[config.mk]
export PLATFORM = sky130hd
export DESIGN_NAME = fir_coeff_loader
export DESIGN_NICKNAME = d
export VERILOG_FILES = /design/src/rtl/fir_pkg.sv /design/src/rtl/fir_spi_sync.sv /design/src/rtl/fir_coeff_loader.sv
export SDC_FILE = /design/constraint.sdc
export NUM_CORES = 1
export LEC_CHECK = 0
export ABC_CLOCK_PERIOD_IN_PS = 2009
export BUFFER_PORTS_ARGS = -buffer_cell sky130_fd_sc_hd__buf_4
export CORE_MARGIN = 10
export CORE_UTILIZATION = 55
export CTS_CLUSTER_SIZE = 28
export DETAILED_ROUTE_END_ITERATION = 16
export PLACE_DENSITY_LB_ADDON = 0.3
export SYNTH_ARGS = -nofsm -noshare
export SYNTH_HDL_FRONTEND = slang
export SYNTH_SLANG_ARGS = --single-unit
[constraint.sdc]
create_clock -name clk -period 2.01 [get_ports clk]
set_clock_uncertainty 0.1 [all_clocks]
set_input_delay 0.402 -clock clk [delete_from_list [all_inputs] [get_ports clk]]
set_output_delay 0.402 -clock clk [all_outputs]
set_load 0.01 [all_outputs]
[src/rtl/fir_pkg.sv]
// Shared FIR constants and the coefficient-loader state and command-byte definitions.
package fir_pkg;

  localparam int SIZE_DEF      = 8;
  localparam int NUM_COEFF_DEF = 4;

  localparam int CMD_W         = 8;
  localparam int CMD_BURST_BIT = 7;

  typedef enum logic [1:0] {
    LD_IDLE  = 2'd0,
    LD_CMD   = 2'd1,
    LD_DATA  = 2'd2,
    LD_DRAIN = 2'd3
  } ld_state_e;

  function automatic int max_int(input int a, input int b);
    return (a > b) ? a : b;
  endfunction

endpackage

[src/rtl/fir_spi_sync.sv]
// Brings the slow SPI pins into clk: 2-flop synchronizers plus a third stage for sck/cs_n edges.
module fir_spi_sync (
  input  logic clk,
  input  logic rst_n,
  input  logic spi_sck,
  input  logic spi_cs_n,
  input  logic spi_mosi,
  output logic sck_rise,
  output logic sck_fall,
  output logic cs_fall,
  output logic cs_rise,
  output logic mosi_s
);

  logic [2:0] sck_sync_q, sck_sync_d;
  logic [2:0] cs_sync_q, cs_sync_d;
  logic [1:0] mosi_sync_q, mosi_sync_d;

  always_comb begin
    sck_sync_d  = {sck_sync_q[1:0], spi_sck};
    cs_sync_d   = {cs_sync_q[1:0], spi_cs_n};
    mosi_sync_d = {mosi_sync_q[0], spi_mosi};
  end

  // cs_n idles high so leaving reset with the pin released produces no spurious edge
  always_ff @(posedge clk or negedge rst_n) begin
    if (!rst_n) begin
      sck_sync_q  <= 3'b000;
      cs_sync_q   <= 3'b111;
      mosi_sync_q <= 2'b00;
    end else begin
      sck_sync_q  <= sck_sync_d;
      cs_sync_q   <= cs_sync_d;
      mosi_sync_q <= mosi_sync_d;
    end
  end

  assign sck_rise = sck_sync_q[1] & ~sck_sync_q[2];
  assign sck_fall = ~sck_sync_q[1] & sck_sync_q[2];
  assign cs_fall  = ~cs_sync_q[1] & cs_sync_q[2];
  assign cs_rise  = cs_sync_q[1] & ~cs_sync_q[2];
  assign mosi_s   = mosi_sync_q[1];

endmodule

[src/rtl/fir_coeff_loader.sv]
// Serial (SPI mode 0) front end that writes coefficient words into coeffs_regs.
// Build option FIR_COEFF_READBACK_EN adds coeffs_in/spi_miso readback of the addressed word.
//
// state | meaning
// IDLE  | no frame; waiting for cs_n to fall with ena high
// CMD   | shifting in the command byte (burst flag, start index)
// DATA  | shifting in coefficient words, one write per word
// DRAIN | frame still open but no more writes accepted
module fir_coeff_loader
  import fir_pkg::*;
#(
  parameter  int SIZE      = SIZE_DEF,
  parameter  int NUM_COEFF = NUM_COEFF_DEF,
  localparam int SEL_W     = $clog2(NUM_COEFF)
) (
  input  logic             clk,
  input  logic             rst_n,
  input  logic             ena,
  input  logic             spi_sck,
  input  logic             spi_cs_n,
  input  logic             spi_mosi,
  output logic [SIZE-1:0]  coeff_data,
  output logic [SEL_W-1:0] coeff_sel,
  output logic             coeff_we,
`ifdef FIR_COEFF_READBACK_EN
  input  logic [NUM_COEFF*SIZE-1:0] coeffs_in,
  output logic             spi_miso,
`endif
  output logic             busy,
  output logic             done,
  output logic             err
);

  localparam logic [1:0] S_IDLE  = LD_IDLE;
  localparam logic [1:0] S_CMD   = LD_CMD;
  localparam logic [1:0] S_DATA  = LD_DATA;
  localparam logic [1:0] S_DRAIN = LD_DRAIN;

  localparam int SHW   = max_int(SIZE, CMD_W);
  localparam int CNT_W = $clog2(SHW + 1);
  localparam logic [SEL_W:0]   NC_W       = (SEL_W + 1)'(NUM_COEFF);
  localparam logic [SEL_W-1:0] IDX_LAST   = SEL_W'(NUM_COEFF - 1);
  localparam logic [CNT_W-1:0] CMD_LAST   = CNT_W'(CMD_W - 1);
  localparam logic [CNT_W-1:0] WORD_LAST  = CNT_W'(SIZE - 1);

  logic sck_rise, sck_fall, cs_fall, cs_rise, mosi_s;

  fir_spi_sync u_sync (
    .clk      (clk),
    .rst_n    (rst_n),
    .spi_sck  (spi_sck),
    .spi_cs_n (spi_cs_n),
    .spi_mosi (spi_mosi),
    .sck_rise (sck_rise),
    .sck_fall (sck_fall),
    .cs_fall  (cs_fall),
    .cs_rise  (cs_rise),
    .mosi_s   (mosi_s)
  );

  logic [1:0]       state_q, state_d;
  logic [CNT_W-1:0] bit_cnt_q, bit_cnt_d;
  logic [SHW-1:0]   shift_q, shift_d, shift_nxt;
  logic [SEL_W-1:0] idx_q, idx_d;
  logic             burst_q, burst_d;
  logic             wrote_q, wrote_d;
  logic             err_q, err_d;
  logic [SIZE-1:0]  coeff_data_q, coeff_data_d;
  logic [SEL_W-1:0] coeff_sel_q, coeff_sel_d;
  logic             coeff_we_q, coeff_we_d;
  logic             done_q, done_d;

  assign shift_nxt = {shift_q[SHW-2:0], mosi_s};

  always_comb begin
    state_d      = state_q;
    bit_cnt_d    = bit_cnt_q;
    shift_d      = shift_q;
    idx_d        = idx_q;
    burst_d      = burst_q;
    wrote_d      = wrote_q;
    err_d        = err_q;
    coeff_data_d = coeff_data_q;
    coeff_sel_d  = coeff_sel_q;
    coeff_we_d   = 1'b0;
    done_d       = 1'b0;

    if (!ena) begin
      if (state_q != S_IDLE) err_d = 1'b1;
      state_d = S_IDLE;
    end else begin
      case (state_q)
        S_IDLE: begin
          if (cs_fall) begin
            state_d   = S_CMD;
            err_d     = 1'b0;
            bit_cnt_d = '0;
            wrote_d   = 1'b0;
            shift_d   = '0;
          end
        end
        S_CMD: begin
          if (cs_rise) begin
            state_d = S_IDLE;
            err_d   = 1'b1;
          end else if (sck_rise) begin
            shift_d = shift_nxt;
            if (bit_cnt_q == CMD_LAST) begin
              bit_cnt_d = '0;
              burst_d   = shift_nxt[CMD_BURST_BIT];
              idx_d     = shift_nxt[SEL_W-1:0];
              if ({1'b0, shift_nxt[SEL_W-1:0]} >= NC_W) begin
                err_d   = 1'b1;
                state_d = S_DRAIN;
              end else begin
                state_d = S_DATA;
              end
            end else begin
              bit_cnt_d = bit_cnt_q + 1'b1;
            end
          end
        end
        S_DATA: begin
          if (cs_rise) begin
            state_d = S_IDLE;
            if (bit_cnt_q != '0) err_d = 1'b1;
            done_d = wrote_q && !err_q && (bit_cnt_q == '0);
          end else if (sck_rise) begin
            shift_d = shift_nxt;
            if (bit_cnt_q == WORD_LAST) begin
              bit_cnt_d    = '0;
              coeff_data_d = shift_nxt[SIZE-1:0];
              coeff_sel_d  = idx_q;
              coeff_we_d   = 1'b1;
              wrote_d      = 1'b1;
              if (burst_q) idx_d = (idx_q == IDX_LAST) ? '0 : idx_q + 1'b1;
              else         state_d = S_DRAIN;
            end else begin
              bit_cnt_d = bit_cnt_q + 1'b1;
            end
          end
        end
        default: begin
          // DRAIN: words are counted only so that an overrun can be flagged
          if (cs_rise) begin
            state_d = S_IDLE;
            done_d  = wrote_q && !err_q;
          end else if (sck_rise) begin
            if (bit_cnt_q == WORD_LAST) begin
              bit_cnt_d = '0;
              err_d     = 1'b1;
            end else begin
              bit_cnt_d = bit_cnt_q + 1'b1;
            end
          end
        end
      endcase
    end
  end

  always_ff @(posedge clk or negedge rst_n) begin
    if (!rst_n) begin
      state_q      <= S_IDLE;
      bit_cnt_q    <= '0;
      shift_q      <= '0;
      idx_q        <= '0;
      burst_q      <= 1'b0;
      wrote_q      <= 1'b0;
      err_q        <= 1'b0;
      coeff_data_q <= '0;
      coeff_sel_q  <= '0;
      coeff_we_q   <= 1'b0;
      done_q       <= 1'b0;
    end else begin
      state_q      <= state_d;
      bit_cnt_q    <= bit_cnt_d;
      shift_q      <= shift_d;
      idx_q        <= idx_d;
      burst_q      <= burst_d;
      wrote_q      <= wrote_d;
      err_q        <= err_d;
      coeff_data_q <= coeff_data_d;
      coeff_sel_q  <= coeff_sel_d;
      coeff_we_q   <= coeff_we_d;
      done_q       <= done_d;
    end
  end

  assign coeff_data = coeff_data_q;
  assign coeff_sel  = coeff_sel_q;
  assign coeff_we   = coeff_we_q;
  assign busy       = (state_q != S_IDLE);
  assign done       = done_q;
  assign err        = err_q;

`ifdef FIR_COEFF_READBACK_EN
  logic [SIZE-1:0] tx_q, tx_d;
  logic            load_pend_q, load_pend_d;

  // The load waits for the sck fall after a word starts so the MSB is on the pin before the first rise
  always_comb begin
    tx_d        = tx_q;
    load_pend_d = load_pend_q;
    if (sck_fall) begin
      if (load_pend_q) tx_d = coeffs_in[int'(idx_q)*SIZE +: SIZE];
      else             tx_d = {tx_q[SIZE-2:0], 1'b0};
      load_pend_d = 1'b0;
    end
    if (state_d == S_DATA && (state_q == S_CMD || coeff_we_d)) load_pend_d = 1'b1;
    if (state_d != S_DATA) load_pend_d = 1'b0;
  end

  always_ff @(posedge clk or negedge rst_n) begin
    if (!rst_n) begin
      tx_q        <= '0;
      load_pend_q <= 1'b0;
    end else begin
      tx_q        <= tx_d;
      load_pend_q <= load_pend_d;
    end
  end

  assign spi_miso = (state_q == S_DATA) & tx_q[SIZE-1];
`else
  logic unused_sck_fall;
  assign unused_sck_fall = sck_fall;
`endif

endmodule

# Word-level counts from Yosys, hierarchy flattened
# Cells that the tools add are included.
[classes]
muxes = 49
bitwise = 7
eq_ne = 28
add_sub_neg = 2
n_reduce_logical = 22
[op_table]
columns = ["operator", "count"]
rows = [
  ["$mux 2", 18],
  ["$mux 7", 3],
  ["$mux 4", 5],
  ["$ne 4x4->1 const B", 5],
  ["$ne 2x2->1 const B", 9],
  ["$mux 1", 17],
  ["$reduce_and 5->1", 3],
  ["$pmux 7 s2", 1],
  ["$ne 3x3->1 const B", 4],
  ["$reduce_bool 2->1", 6],
  ["$reduce_and 9->1", 1],
  ["$ne 4x1->1 const B", 2],
  ["$reduce_and 8->1", 1],
  ["$reduce_and 7->1", 1],
  ["$pmux 2 s3", 1],
  ["$reduce_and 6->1", 1],
  ["$ne 5x1->1 const B", 1],
  ["$ne 5x2->1 const B", 1],
  ["$add 4x1->4 const B", 1],
  ["$eq 2x2->1 const B", 2],
  ["$eq 4x3->1 const B", 1],
  ["$logic_not 4->1", 1],
  ["$ne 2x1->1 const B", 2],
  ["$not 1->1", 4],
  ["12 further kinds", 17],
]
[totals]
out_inout_bits = 14
in_bits = 6
wordCells = 122
ff_bits = 38

# Longest topological paths before layout
# Gate-level depths: netlist (run 1).
[depth]
word_depth = 7
mapped_depth = 8
mapped_depth_nobuf = 7

# Hierarchy
# Synthesis (run 1) repeated with hierarchy kept, for this count alone.
[unflattened]
cells_unflattened = 169
area_unflattened_um2 = 1898.1
[by_module_without_submodules]
columns = ["mod", "seq_area_each_um2", "area_per_inst_um2", "cells_each", "instances"]
rows = [
  ["fir_coeff_loader", 750.7, 1659.1, 157, 1],
  ["fir_spi_sync", 203.9, 239.0, 12, 1],
]

# Least setup slack after synthesis (run 1)
# OpenSTA, ideal clock, no wires.
[synth_path]
kind = "reg2reg"
startpoint = "reg state_q[0]"
endpoint = "reg state_q[0]"
path_slack_ns = 0.248
t_required_ns = 1.831
t_arrival_ns = 1.583
n_path_buf = 1
setup_ns = 0.079
path_stages_with_launch = 9
period_less_slack_ns = 1.762
path_cell_list = "dfrtp_1 > inv_1 > ha_1 > clkbuf_8 > nor2_1 > a211o_1 > o31ai_2 > o21ai_2 > mux2i_1"
[synth_between]
elab_chain_len = 3
word_cells_on_any_way = 13
classes_between = "9 x eq/ne; 2 x mux; 2 x reduce/logical"
[synth_rtl]
columns = ["item", "line_no", "text"]
rows = [
  ["from (decl)", "fir_coeff_loader.sv:61", "logic [1:0] state_q, state_d;"],
  ["from (signal assigned)", "fir_coeff_loader.sv:175", "state_q <= state_d;"],
  ["$eq 2x2->1 (tied with other cells)", "fir_coeff_loader.sv:92", "case (state_q)"],
  ["$ne 5x1->1 (no line) (tied with other cells)", "--", ""],
  ["$reduce_and 7->1 (no line) / $mux 2 (equally long branches)", "--", ""],
]
# Several ways; a longest one is shown, not always the timed one.
# A chain may end at the register's enable or synchronous reset.

# Worst setup path in the final report (run 1)
[layout_path]
startpoint = "reg state_q[0]"
endpoint = "out busy"
[layout_between]
elab_chain_len = 1
[layout_rtl]
columns = ["item", "line_no", "text"]
rows = [
  ["$reduce_bool 2->1", "fir_coeff_loader.sv:192", "assign busy = (state_q != S_IDLE);"],
  ["to (decl)", "fir_coeff_loader.sv:29", "output logic busy,"],
]
# No other way between the ends.

==> results.md, run 1 <==
- The count of pins over their slew limit is 0.
- For this run, design rule violations remaining after detail routing come to 0.
- The post-layout minimum cycle time is between 1.5 and 2 ns.
- At the pin with the least slew margin, the transition time is 0.459 ns.
- Of the available clock period, the critical path in the final layout requires 0.953.
- The routed layout has approximately 1,300 vias.
- The area fraction in compound gates after synthesis is 0.123.
- The commonest cells after synthesis are dfrtp_1 (35), nand2_1 (23), mux2_2 (15).
- The arrival time at the worst endpoint is between 1 and 1.5 ns.
- The average routed wire per standard cell is between 10 and 15 um.
- Clock tree synthesis selected as its root buffer the cell clkbuf_4.
- The deepest level of the CTS H-tree is 2.
- Summing all placed instances gives a cell area of about 2000 um2.
- The most repeated library cell on the critical path is inv_1.
- On the worst path, the slowest cell contributes a delay of 0.41 ns.
- The final-layout worst hold slack is roughly 0.070 ns.
- After floorplanning, the core was sized to cover ~3300 um2.
- The I/O pin count is 20.
- The share of total power dissipated in combinational logic is 0.411.
- Of the total power, the share spent switching nets is 0.387.
- The number of antenna violations at the first check in global routing is 0.
- Across the whole layout, storage elements account for 955 um2.
- The average instance in the mapped netlist occupies 11.4 um2.
- The leakage power total is a little over 1 nW.
- Adding up every negative setup slack in the final design gives 0 ns.
- Of the total power, registers draw 0.415.
- STA classifies the critical path endpoint as an output pin.
- The worst min-delay path category is primary input to register.
- TritonCTS built the clock tree.
- For this configuration, the core starts out at a cell density of 0.563.
- The share of the Yosys chip area taken by registers is 0.512.
- The clock tree buffer depth is 2.
- The most area-hungry cell type in the Yosys netlist is dfrtp_1.
- The achievable clock frequency is about 520 MHz.
- Global routing finished with a remaining overflow of 0.
- The post-synthesis instance area is 1860 um2.
- Of all nets on the critical path, the largest fanout is 7.
- Synthesis produced a netlist whose cell count is between 150 and 200.
- The element type at the critical path start is a register.
- The share of power burned in the clock network is 0.174.
- The count of input and output buffers is 19.
- The fraction of layout instances using a drive strength above 1 is 0.328.
- Timing analysis after detailed placement gives a worst setup slack of ~0.13 ns.
- The width of the die is between 70 and 80 um.
- The fill cell total of the finished layout is ~300.
- The number of nets in the layout is roughly 200.
- Traced cell by cell, the critical path runs through inv_1 -> ha_2 -> inv_1 -> buf_4.
- The most instantiated library cell after synthesis is dfrtp_1.
- Measured against the total synthesized area, the mux share comes to 0.101.
- The max-capacitance violation count is 0.
- The first-pass GRT wire length is between 6000 and 7000 um.
- Of the total synthesized cell area, the portion taken by AND, OR, NAND and NOR gates is 0.165.
- Once the clock tree was built, the setup fixing pass inserted 0 buffers.
- The via count of the first global-routing pass is 1,362.
- The number of nets in the synthesized netlist is 178.
- Entering global routing, the biggest net connects 39 pins.
- The final weighted congestion of routability-driven global placement is between 0.8 and 0.9.
- Summing all non-filler instances in the final layout gives an area of approximately 2100 um2.
- In the post-route analysis, the smallest setup slack over all paths is ~0.095 ns.
- The via-per-instance ratio is about 5.5.
- The height of the chip is 78.2 um.
- The floorplan die area is roughly 6000 um2.
- The type of the worst setup path is register to output pin.
- The total routing usage reported by global routing is 0.123.
- Of the post-synthesis cell area, the dominant cell type holds 0.470.
- The power dissipated by switching net loads is slightly above 0.0009 W.
- By area the synthesized netlist is led by dfrtp_1 (47%), mux2_2 (9.1%), ha_1 (5.4%).
- The largest vdd supply drop is ~0.63 mV.
- Among all flip-flop cells after synthesis, the most frequent one is dfrtp_1.
- For this design, the sink count on the clock tree is 38.
- The Yosys step of the flow raised 0 warnings.
- The post-synthesis register bit count is 38.
- The required time of the critical path is approximately 1.5 ns.
- After synthesis, the largest family of logic cells by area is simple AND/OR/NAND/NOR gates.
- The slowest stage of the critical path belongs to the cell dfrtp_1.
- Setup repair after global routing could not meet its margin everywhere.
- The post-synthesis async set-or-reset flop share is 1.00.
- The adder-cell share of the synthesized area is 0.0537.
- Row generation in the floorplan step produced 21 rows.
- The worst pin sits at a relative slew slack of 0.694.
- The number of flops mapped to enable cells by yosys is 0.
- Of the total synthesized cell area, the portion taken by XOR and XNOR cells is 0.00470.
- Summed over all layers, the routed wires come to about 3500 um.
- The remaining antenna violation count after routing is 0.
- The number of hold-slack violations in the final timing report came to 0.
- From synthesis to final layout, the design area changed by 13.2%.
- The flow ran to the end, and the final reports show no timing, DRC or antenna violations.
- Setup violations remaining at the end of the flow were counted as 0.
- For this run, the detailed router's first-pass iteration total came to 4.
- The repair_antennas step left the layout with diodes totalling 0.
- The unique cell type count in the Yosys netlist is 44.
- The half-perimeter wire length after detailed placement is 2540 um.
- The total clock buffers created by CTS is 5.
- The clock insertion delay at the later pin of the skew report is around 0.34 ns.
- The cell internal power dissipation is approximately 0.0015 W.
- Clock-pin slew was measured on the worst setup and hold paths at 0.10 ns.
- The total area of multi-input combinational cells is between 800 and 900 um2.
- The number of design-rule violations left by the first detailed-router iteration is roughly 140.
- The total power per unit cell area is between 1000 and 1500 nW/um2.
state kept, by name, indices dropped and copies added (netlist names), 2 cells and up:
signal	count
bit_cnt_q	4
coeff_data	8
coeff_sel	2
idx_q	2
shift_q	7
state_q	2
u_sync.cs_sync_q	3
u_sync.mosi_sync_q	2
u_sync.sck_sync_q	3
final timing paths:
kind                                               startpoint                             to  slack, ns  cells past startpoint
worst max-delay path                   state_q[0]$_DFFE_PN0P_                           busy       0.09                      4
worst min-delay path                                 spi_cs_n  u_sync.cs_sync_q[0]$_DFF_PN1_       0.07                      1
worst max register to register         state_q[0]$_DFFE_PN0P_         state_q[1]$_DFFE_PN0P_       0.13                      7
worst min register to register  u_sync.cs_sync_q[0]$_DFF_PN1_  u_sync.cs_sync_q[1]$_DFF_PN1_       0.24                      0
max in group asynchronous                               rst_n  u_sync.cs_sync_q[0]$_DFF_PN1_       1.00                      2
min in group asynchronous                               rst_n                err$_DFFE_PN0P_       0.43                      2
kinds of logic (layout without fill, tap and decap cells):
group / after synthesis / in the layout
simple gates: 54 / 54
flops: 38 / 38
compound gates: 33 / 33
mux: 17 / 17
buf+inv: 13 / 38
fa+ha+maj: 8 / 8
xor+xnor: 1 / 1
power groups by stage:
stage          sequential [W]  clock (W)  combinational (W)
2_1_floorplan        0.000986          0           0.000774
3_3_place_gp          0.00100          0           0.000925
3_5_place_dp          0.00101          0           0.000956
4_1_cts              0.000999   0.000422           0.000960
5_1_grt               0.00102   0.000464            0.00111
6_report             0.000998   0.000419           0.000986
per-stage QoR:
step                       util  total power, W  instances
after floorplan               -         0.00176        164
after global placement    0.614         0.00193        226
after detailed placement  0.614         0.00197        226
after CTS                 0.635         0.00238        235
after global routing      0.637         0.00260        235
final                     0.637         0.00240        235
what timing repair did:
| item | 4_1_cts | 5_1_grt |
|---|---|---|
| endpoints found under the hold margin | 35 | 0 |
| hold buffers | 1 | 0 |
| endpoints found under the setup margin | 0 | 9 |
| resized for setup | 0 | 3 |
critical path: cells and delay by family (launching register included):
| family | cells | cell delay, ns |
|---|---|---|
| adders and majority gates | 1 | 0.28 |
| buffers and inverters | 3 | 0.40 |
| DFF | 1 | 0.41 |
cells in the final DEF (no fill, tap or decap), types with 2 or more instances in the layout:
cell,synthesis,final
nand2b_1,2,2
dfstp_2,3,3
mux2i_1,2,2
buf_4,2,21
nand2_1,23,23
nor3_1,2,2
clkbuf_4,0,5
dfrtp_1,35,35
a32o_1,2,2
o21ai_1,8,8
nor2b_1,2,2
o21ai_2,2,2
o21ai_0,2,2
mux2_2,15,15
ha_1,8,7
nor2_1,9,8
nand3_1,3,3
a21oi_1,9,9
clkbuf_1,0,2
inv_1,8,8
metal layers:
metal,GRT usage,wire (um),vias up
met5,0,0,-
met2,0.196,1760,29
met1,0.156,1480,634
met4,0.0502,63,0
met3,0.0308,173,8
li1,-,-,617
area by class of cell:
class,count,area share
Clock buffer,8,0.0279
Inverter,8,0.0142
Multi-Input combinational cell,113,0.398
Sequential cell,38,0.453
Tap cell,46,0.0273
Timing Repair Buffer,22,0.0795
No activity file was read; power rests on OpenSTA's default activity.
==> run 2, diff against run 1 <==
Settings changed: CORE_ASPECT_RATIO from default to 1.5.
==> run 2 against run 1 <==
Against the previous run: sequential cell count stayed put; power is 5.1% higher; register-to-register slack worse by 0.02 ns; utilization is 2.7 points higher; critical path type unchanged; sequential power hardly changed; highest routed layer unchanged.
==> results.md, run 2 (synthesized netlist as in run 1, its figures left out) <==
- The flow ran to the end, and the final reports show no timing, DRC or antenna violations.
- For the pin with the worst max-slew slack, the measured transition is between 0.4 and 0.5 ns.
- The first-pass GRT wire length is approximately 6000 um.
- The achievable clock frequency is between 500 and 600 MHz.
- In the routed design, unresolved DRC markers number 0.
- After floorplanning, the core was sized to cover approximately 3200 um2.
- The number of hold-slack violations in the final timing report is 0.
- The worst-case reg-to-reg path depth is 7.
- For met1 alone, demand over resource in global routing was 0.131.
- The number of flip-flops in the largest register is 8.
- Routability-driven placement finished with a final weighted congestion of between 0.9 and 1.
- Along the worst hold path, the cell count comes to 1.
- The slowest stage of the critical path belongs to the cell dfrtp_1.
- The clock tree buffer depth is 2.
- The startpoint of the worst-slack reg-to-reg timing path is state_q[1]$_DFFE_PN0P_.
- The arrival time at the worst endpoint is roughly 1.4 ns.
- The via count of the first global-routing pass was around 1,400.
- In this run, the number of DRC markers left after iteration 0 of detailed routing was 39.
- In the finished design, the share of the clock period the worst path needs comes to 0.956.
- Clock tree synthesis inserted a total of 5 buffers.
- The setup check on the worst reg-to-reg path leaves a slack of 0.11 ns.
- The detailed-routing iteration count for the pre-antenna-repair pass is 4.
- The via-per-instance ratio is ~5.5.
- Across the run, the number of max-cap violations was 0.
- The largest single stage delay on the critical path is ~0.4 ns.
- Setup repair after global routing could not meet its margin everywhere.
- The worst min-delay path startpoint is spi_mosi.
- The placed cell count is roughly 220.
- The area growth from synthesis to layout is 14.8%.
- The floorplan step set the die width to between 60 and 70 um.
- The tree is rooted in a clkbuf_8.
- The met2 usage in global routing is 0.215.
- Across the VDD grid, the largest voltage drop is 0.841 mV.
- Excluding fillers, the count of instances in the completed layout stands at 230.
- In the layout the commonest cells are dfrtp_1 (35), nand2_1 (23), buf_4 (22).
- The count of vias placed by the detailed router is 1,264.
- The leading cell type in the layout, fill and taps excluded is dfrtp_1.
- The number of nets in the layout is between 200 and 250.
- Summing all non-filler instances in the final layout gives an area of about 2100 um2.
- The number of sinks on the clock net is 38.
- The normalized max-slew margin is 0.690.
- The element type at the critical path start is a register.
- The deepest level of the CTS H-tree is 2.
- The repair_antennas step left the layout with diodes totalling 0.
- In the final timing run, aggregate negative setup slack is 0 ns.
- The sink of the worst hold path is u_sync.mosi_sync_q[0]$_DFF_PN0_.
- The path class of the tightest hold or removal check is primary input to register.
- TritonCTS built the clock tree.
- The post-layout minimum cycle time is between 1.5 and 2 ns.
- The count of nets left with antenna violations once routing finished came out at 0.
- Row generation in the floorplan step produced 25 rows.
- In the final layout, the share of cells above drive strength 1 is 0.332.
- The number of antenna violations at the first check in global routing was 0.
- Summed over all cells, the static leakage comes to about 1.0 nW.
- The average routed wire per standard cell is 15.5 um.
- The total overflow left after global routing is 0.
- The count of pins over their slew limit is 0.
- The type of the worst setup path is register to output pin.
- The final setup violation count is 0.
- The highest-utilization routing layer at the global route stage is met2.
- Clock-pin slew was measured on the worst setup and hold paths at 0.07 ns.
- After detailed routing, the total wire length is roughly 3600 um.
- The post-route core utilization is 0.664.
- The total routing usage reported by global routing is 0.127.
- Power spread over the standard cell area amounts to roughly 1200 nW/um2.
- Input and output buffers added on the ports amount to 19.
- In this run the vertical extent of the chip is just over 90 um.
- Entering global routing, the biggest net connects 39 pins.
- The critical path goes through inv_1 -> ha_1 -> inv_1 -> buf_4.
- At the later pin of the worst-skew pair, clock insertion delay measures approximately 0.29 ns.
- The I/O pin count is 20.
- The starting density of the core is 0.578.
- The maximum fanout encountered on the critical timing path is 7.
- The floorplan die area is ~6200 um2.
- STA classifies the critical path endpoint as an output pin.
- In this design, the critical path's most frequently occurring cell is inv_1.
- The placed instance area is 2030 um2.
- The endpoint identified for the worst register-to-register timing path is state_q[1]$_DFFE_PN0P_.
- The half-perimeter wire length after detailed placement is roughly 2600 um.
- The required time of the critical path is 1.51 ns.
- The met3 track demand over resource is 0.0443.
## run 2: metrics by stage
step                      hold slack [ns]  setup WS, ns  power, W
final                               0.114        0.0878   0.00253
after global routing               0.0978      -0.00750   0.00272
after CTS                           0.104        0.0854   0.00255
after detailed placement            0.246         0.123   0.00198
after global placement              0.232         0.191   0.00192
after floorplan                   0.00641         0.248   0.00176
## run 2: power by group
part           internal, W  switching, W
clock network     0.000276      0.000279
registers         0.000883      0.000116
logic             0.000412      0.000560
## run 2: what timing repair did
action,CTS,global route
endpoints found under the setup margin,0,8
hold buffers,1,0
endpoints found under the hold margin,35,0
gates resized for setup,0,1
setup buffers,0,0
## run 2: final cells by class
| class | instances | area, um2 |
|---|---|---|
| flip-flops and latches | 38 | 955 |
| inverters | 8 | 30.0 |
| multi-input cells | 113 | 835 |
| clock inverters | 2 | 12.5 |
| well taps | 40 | 50.0 |
| repair buffers | 23 | 175 |
| fillers | 274 | 1080 |
| clock buffers | 6 | 82.6 |
## run 2: per-layer routing
metal | vias to the layer above | wire length, um
li1 | 616 | -
met1 | 613 | 1430
met2 | 27 | 1860
met3 | 8 | 198
met4 | 0 | 89
met5 | - | 0
## run 2: worst max path at each step
stage / startpoint / slack (ns) / to
after global routing: state_q[0]$_DFFE_PN0P_ / -0.007 / state_q[0]$_DFFE_PN0P_
after CTS: state_q[0]$_DFFE_PN0P_ / 0.09 / busy
final: state_q[0]$_DFFE_PN0P_ / 0.09 / busy
after global placement: state_q[0]$_DFFE_PN0P_ / 0.19 / shift_q[1]$_DFFE_PN0P_
after detailed placement: state_q[0]$_DFFE_PN0P_ / 0.12 / shift_q[2]$_DFFE_PN0P_
after floorplan: state_q[0]$_DFFE_PN0P_ / 0.25 / state_q[0]$_DFFE_PN0P_
## run 2: worst max-delay path: cells and delay by family, from the launching register on
kind	cells	cell delay [ns]
buffers and inverters	3	0.42
flip-flops	1	0.41
adder cells (fa/ha/maj)	1	0.30
==> run 3, diff against run 2 <==
Settings changed: PLACE_DENSITY from default to 0.75, PLACE_DENSITY_LB_ADDON 0.3 to default.
==> run 3 against run 2 <==
Against the previous run: first-iteration DRC count increased by 140%; fmax increased by 0.54%; sequential cell count unchanged; via count increased by 0.16%; critical endpoint is now state_q[0]$_DFFE_PN0P_.
==> results.md, run 3 (synthesized netlist as in run 1, its figures left out) <==
- The run finished with clean final reports.
- The first routing iteration left 92 violations.
- OpenSTA, run right after detailed placement, puts the worst setup slack at approximately 0.12 ns.
- The clock tree buffer depth is 2.
- Together, buffers and inverters on the worst path number 1.
- The leakage power total is between 1 and 1.5 nW.
- The normalized max-slew margin is 0.687.
- The type of the worst setup path is register to register.
- The tightest min-delay check is of the primary input to register type.
- Of the cells placed in the final design, the portion with a size suffix greater than 1 is 0.317.
- The worst register-to-register path has a depth of 7.
- The deepest level of the CTS H-tree is 2.
- The cell depth of the worst hold path is 1.
- The core area is approximately 3200 um2.
- The global-route met1 utilization is 0.124.
- The remaining antenna violation count after routing is 0.
- The total area of multi-input combinational cells is 835 um2.
- The signal on the critical path passes through inv_1 -> ha_1 -> nor2_1 -> a211o_1 -> o31ai_2 -> o21ai_2 -> mux2i_1.
- Registers take around 950 um2.
- Across every metal layer, demand over resource in global routing totals 0.126.
- The antenna diode instance count is 0.
- The routed design has roughly 3500 um of wire.
- The height of the chip is roughly 90 um.
- In the finished design, the share of the clock period the worst path needs comes to 0.951.
- The count of pins over their slew limit is 0.
- Data on the critical path arrives at its endpoint at between 2 and 2.5 ns.
- STA classifies the critical path startpoint as a register.
- The number of hold-slack violations in the final timing report was 0.
- The starting density of the core is 0.578.
- Along the worst path, the maximum fanout reaches 5.
- The number of antenna violations at the first check in global routing is 0.
- Leaving out fill and tap cells, the most frequent cells in the layout are dfrtp_1 (35), nand2_1 (23), buf_4 (21).
- The area growth from synthesis to layout is 13.8%.
- The critical path's slowest cell is dfrtp_1.
- The highest-utilization routing layer at the global route stage is met2.
- The transition at the pin with the smallest max-transition slack is about 0.47 ns.
- Across all layers, the routed design uses 1,266 vias.
- The HPWL after detailed placement is ~2700 um.
- The number of sinks on the clock net is 38.
- The setup fix buffers added after clock tree synthesis is 0.
- The number of core rows is 25.
- Counting the buffers created by CTS gives 5.
- The fill cell total of the finished layout is between 200 and 250.
- Leaving out fill and tap cells, the most frequent cell in the layout is dfrtp_1.
- The path with the worst hold slack has its endpoint at u_sync.mosi_sync_q[0]$_DFF_PN0_.
- The detailed-routing iteration count for the pre-antenna-repair pass is 4.
- The floorplan step set the die width to 67.5 um.
- The final instance count without filler cells is between 200 and 250.
- The count of input and output buffers is 19.
- The capturing element type of the critical path is a register.
- The remaining global-route overflow is 0.
- Setup total negative slack on the finished layout was measured at 0 ns.
- The cell class contributing the biggest share of worst-path delay is compound AO/OA/AOI/OAI gates.
- For this run, global-route usage on met3 was measured as 0.0578.
- In the routed layout, each cell is associated on average with a via count of 5.53.
- The total power per unit cell area is roughly 1200 nW/um2.
- The minimum setup slack among reg-to-reg paths is 0.1 ns.
- The startpoint identified for the worst register-to-register timing path is state_q[1]$_DFFE_PN0P_.
- Entering global routing, the biggest net connects 39 pins.
- The first-pass GRT wire length is approximately 6100 um.
- The clock reaches the later pin of the worst-skew pair after about 0.30 ns.
- The reg-to-reg endpoint is state_q[0]$_DFFE_PN0P_.
- The overall power consumption is ~0.0025 W.
- Final hold analysis gives a worst-case slack of a little over 0.1 ns.
- The register with the most flip-flops in the layout has 8 of them.
- The buffer type at the clock tree root is clkbuf_8.
- The met2 usage in global routing is 0.209.
- The via count of the first global-routing pass is ~1,300.
- At the worst endpoint, the required time is ~2.1 ns.
- After clock tree synthesis, the clock-pin slew on the worst setup and hold paths is 0.08 ns.
- Counting tap cells, the placed design contains a total of 220 instances.
- The logic depth of the worst setup path including buffers is 7.
- Max-cap violations in this run came to 0.
- The die covers just over 6000 um2.
- The final setup slack of the worst path is around 0.098 ns.
- The final setup violation count is 0.
- For the finished layout, the period the worst path requires is between 1.5 and 2 ns.
- During I/O placement, the number of pins put on the boundary was 20.
- The worst min-delay path startpoint is spi_mosi.
- The number of remaining DRC errors is 0.
- The final layout contains 202 nets.
- The average routed wire per standard cell is roughly 15 um.
- The longest individual stage delay on the worst path is 0.42 ns.
- The final weighted congestion of routability-driven global placement is ~0.8.
- The CTS tree is yes.
- Setup repair after global routing could not meet its margin everywhere.
- The achievable clock frequency is 523 MHz.
- VDD sags by at most 0.603 mV.
run 3: changes by cell type in the layout (fill, tap and decap cells not counted), sizes merged:
cell / delta
buf: -1
clkinv: -1
clkbuf: +1
run 3: layer usage:
layer / share of wire / up-vias
met1: 0.39 / 599
met3: 0.073 / 9
met2: 0.51 / 36
met5: 0 / -
met4: 0.023 / 0
li1: - / 622
run 3: timing repair:
item	4_1_cts	5_1_grt
endpoints found under the hold margin	35	0
hold buffers	1	0
gates resized for setup	0	1
endpoints found under the setup margin	0	7
run 3: layout make-up:
| class | count | share of cell area |
|---|---|---|
| Tap cell | 40 | 0.0236 |
| Timing Repair Buffer | 22 | 0.0791 |
| Multi-Input combinational cell | 113 | 0.394 |
| Inverter | 8 | 0.0142 |
| Sequential cell | 38 | 0.450 |
| Clock buffer | 7 | 0.0360 |
| Clock inverter | 1 | 0.00354 |
run 3: report_power, final:
part	total [W]	internal (W)	leakage (nW)	switching [W]
Combinational	0.000968	0.000410	0.489	0.000558
Clock	0.000519	0.000245	0.0385	0.000273
Sequential	0.00100	0.000883	0.496	0.000117
Total	0.00249	0.00154	1.02	0.000948
run 3: worst max path at each step:
| stage | from | end | slack (ns) |
|---|---|---|---|
| floorplan | state_q[0]$_DFFE_PN0P_ | state_q[0]$_DFFE_PN0P_ | 0.25 |
| global placement | state_q[0]$_DFFE_PN0P_ | state_q[1]$_DFFE_PN0P_ | 0.17 |
| detailed placement | state_q[0]$_DFFE_PN0P_ | state_q[0]$_DFFE_PN0P_ | 0.12 |
| CTS | state_q[0]$_DFFE_PN0P_ | state_q[0]$_DFFE_PN0P_ | 0.1 |
| global route | state_q[1]$_DFFE_PN0P_ | state_q[0]$_DFFE_PN0P_ | -0.0001 |
| finish | state_q[1]$_DFFE_PN0P_ | state_q[0]$_DFFE_PN0P_ | 0.1 |
run 3: metrics by stage:
step | instance area, um2 | util
final | 2120 | 0.658
after global routing | 2120 | 0.658
after CTS | 2120 | 0.658
after detailed placement | 2030 | 0.629
after global placement | 2030 | 0.629
after floorplan | 1860 | -
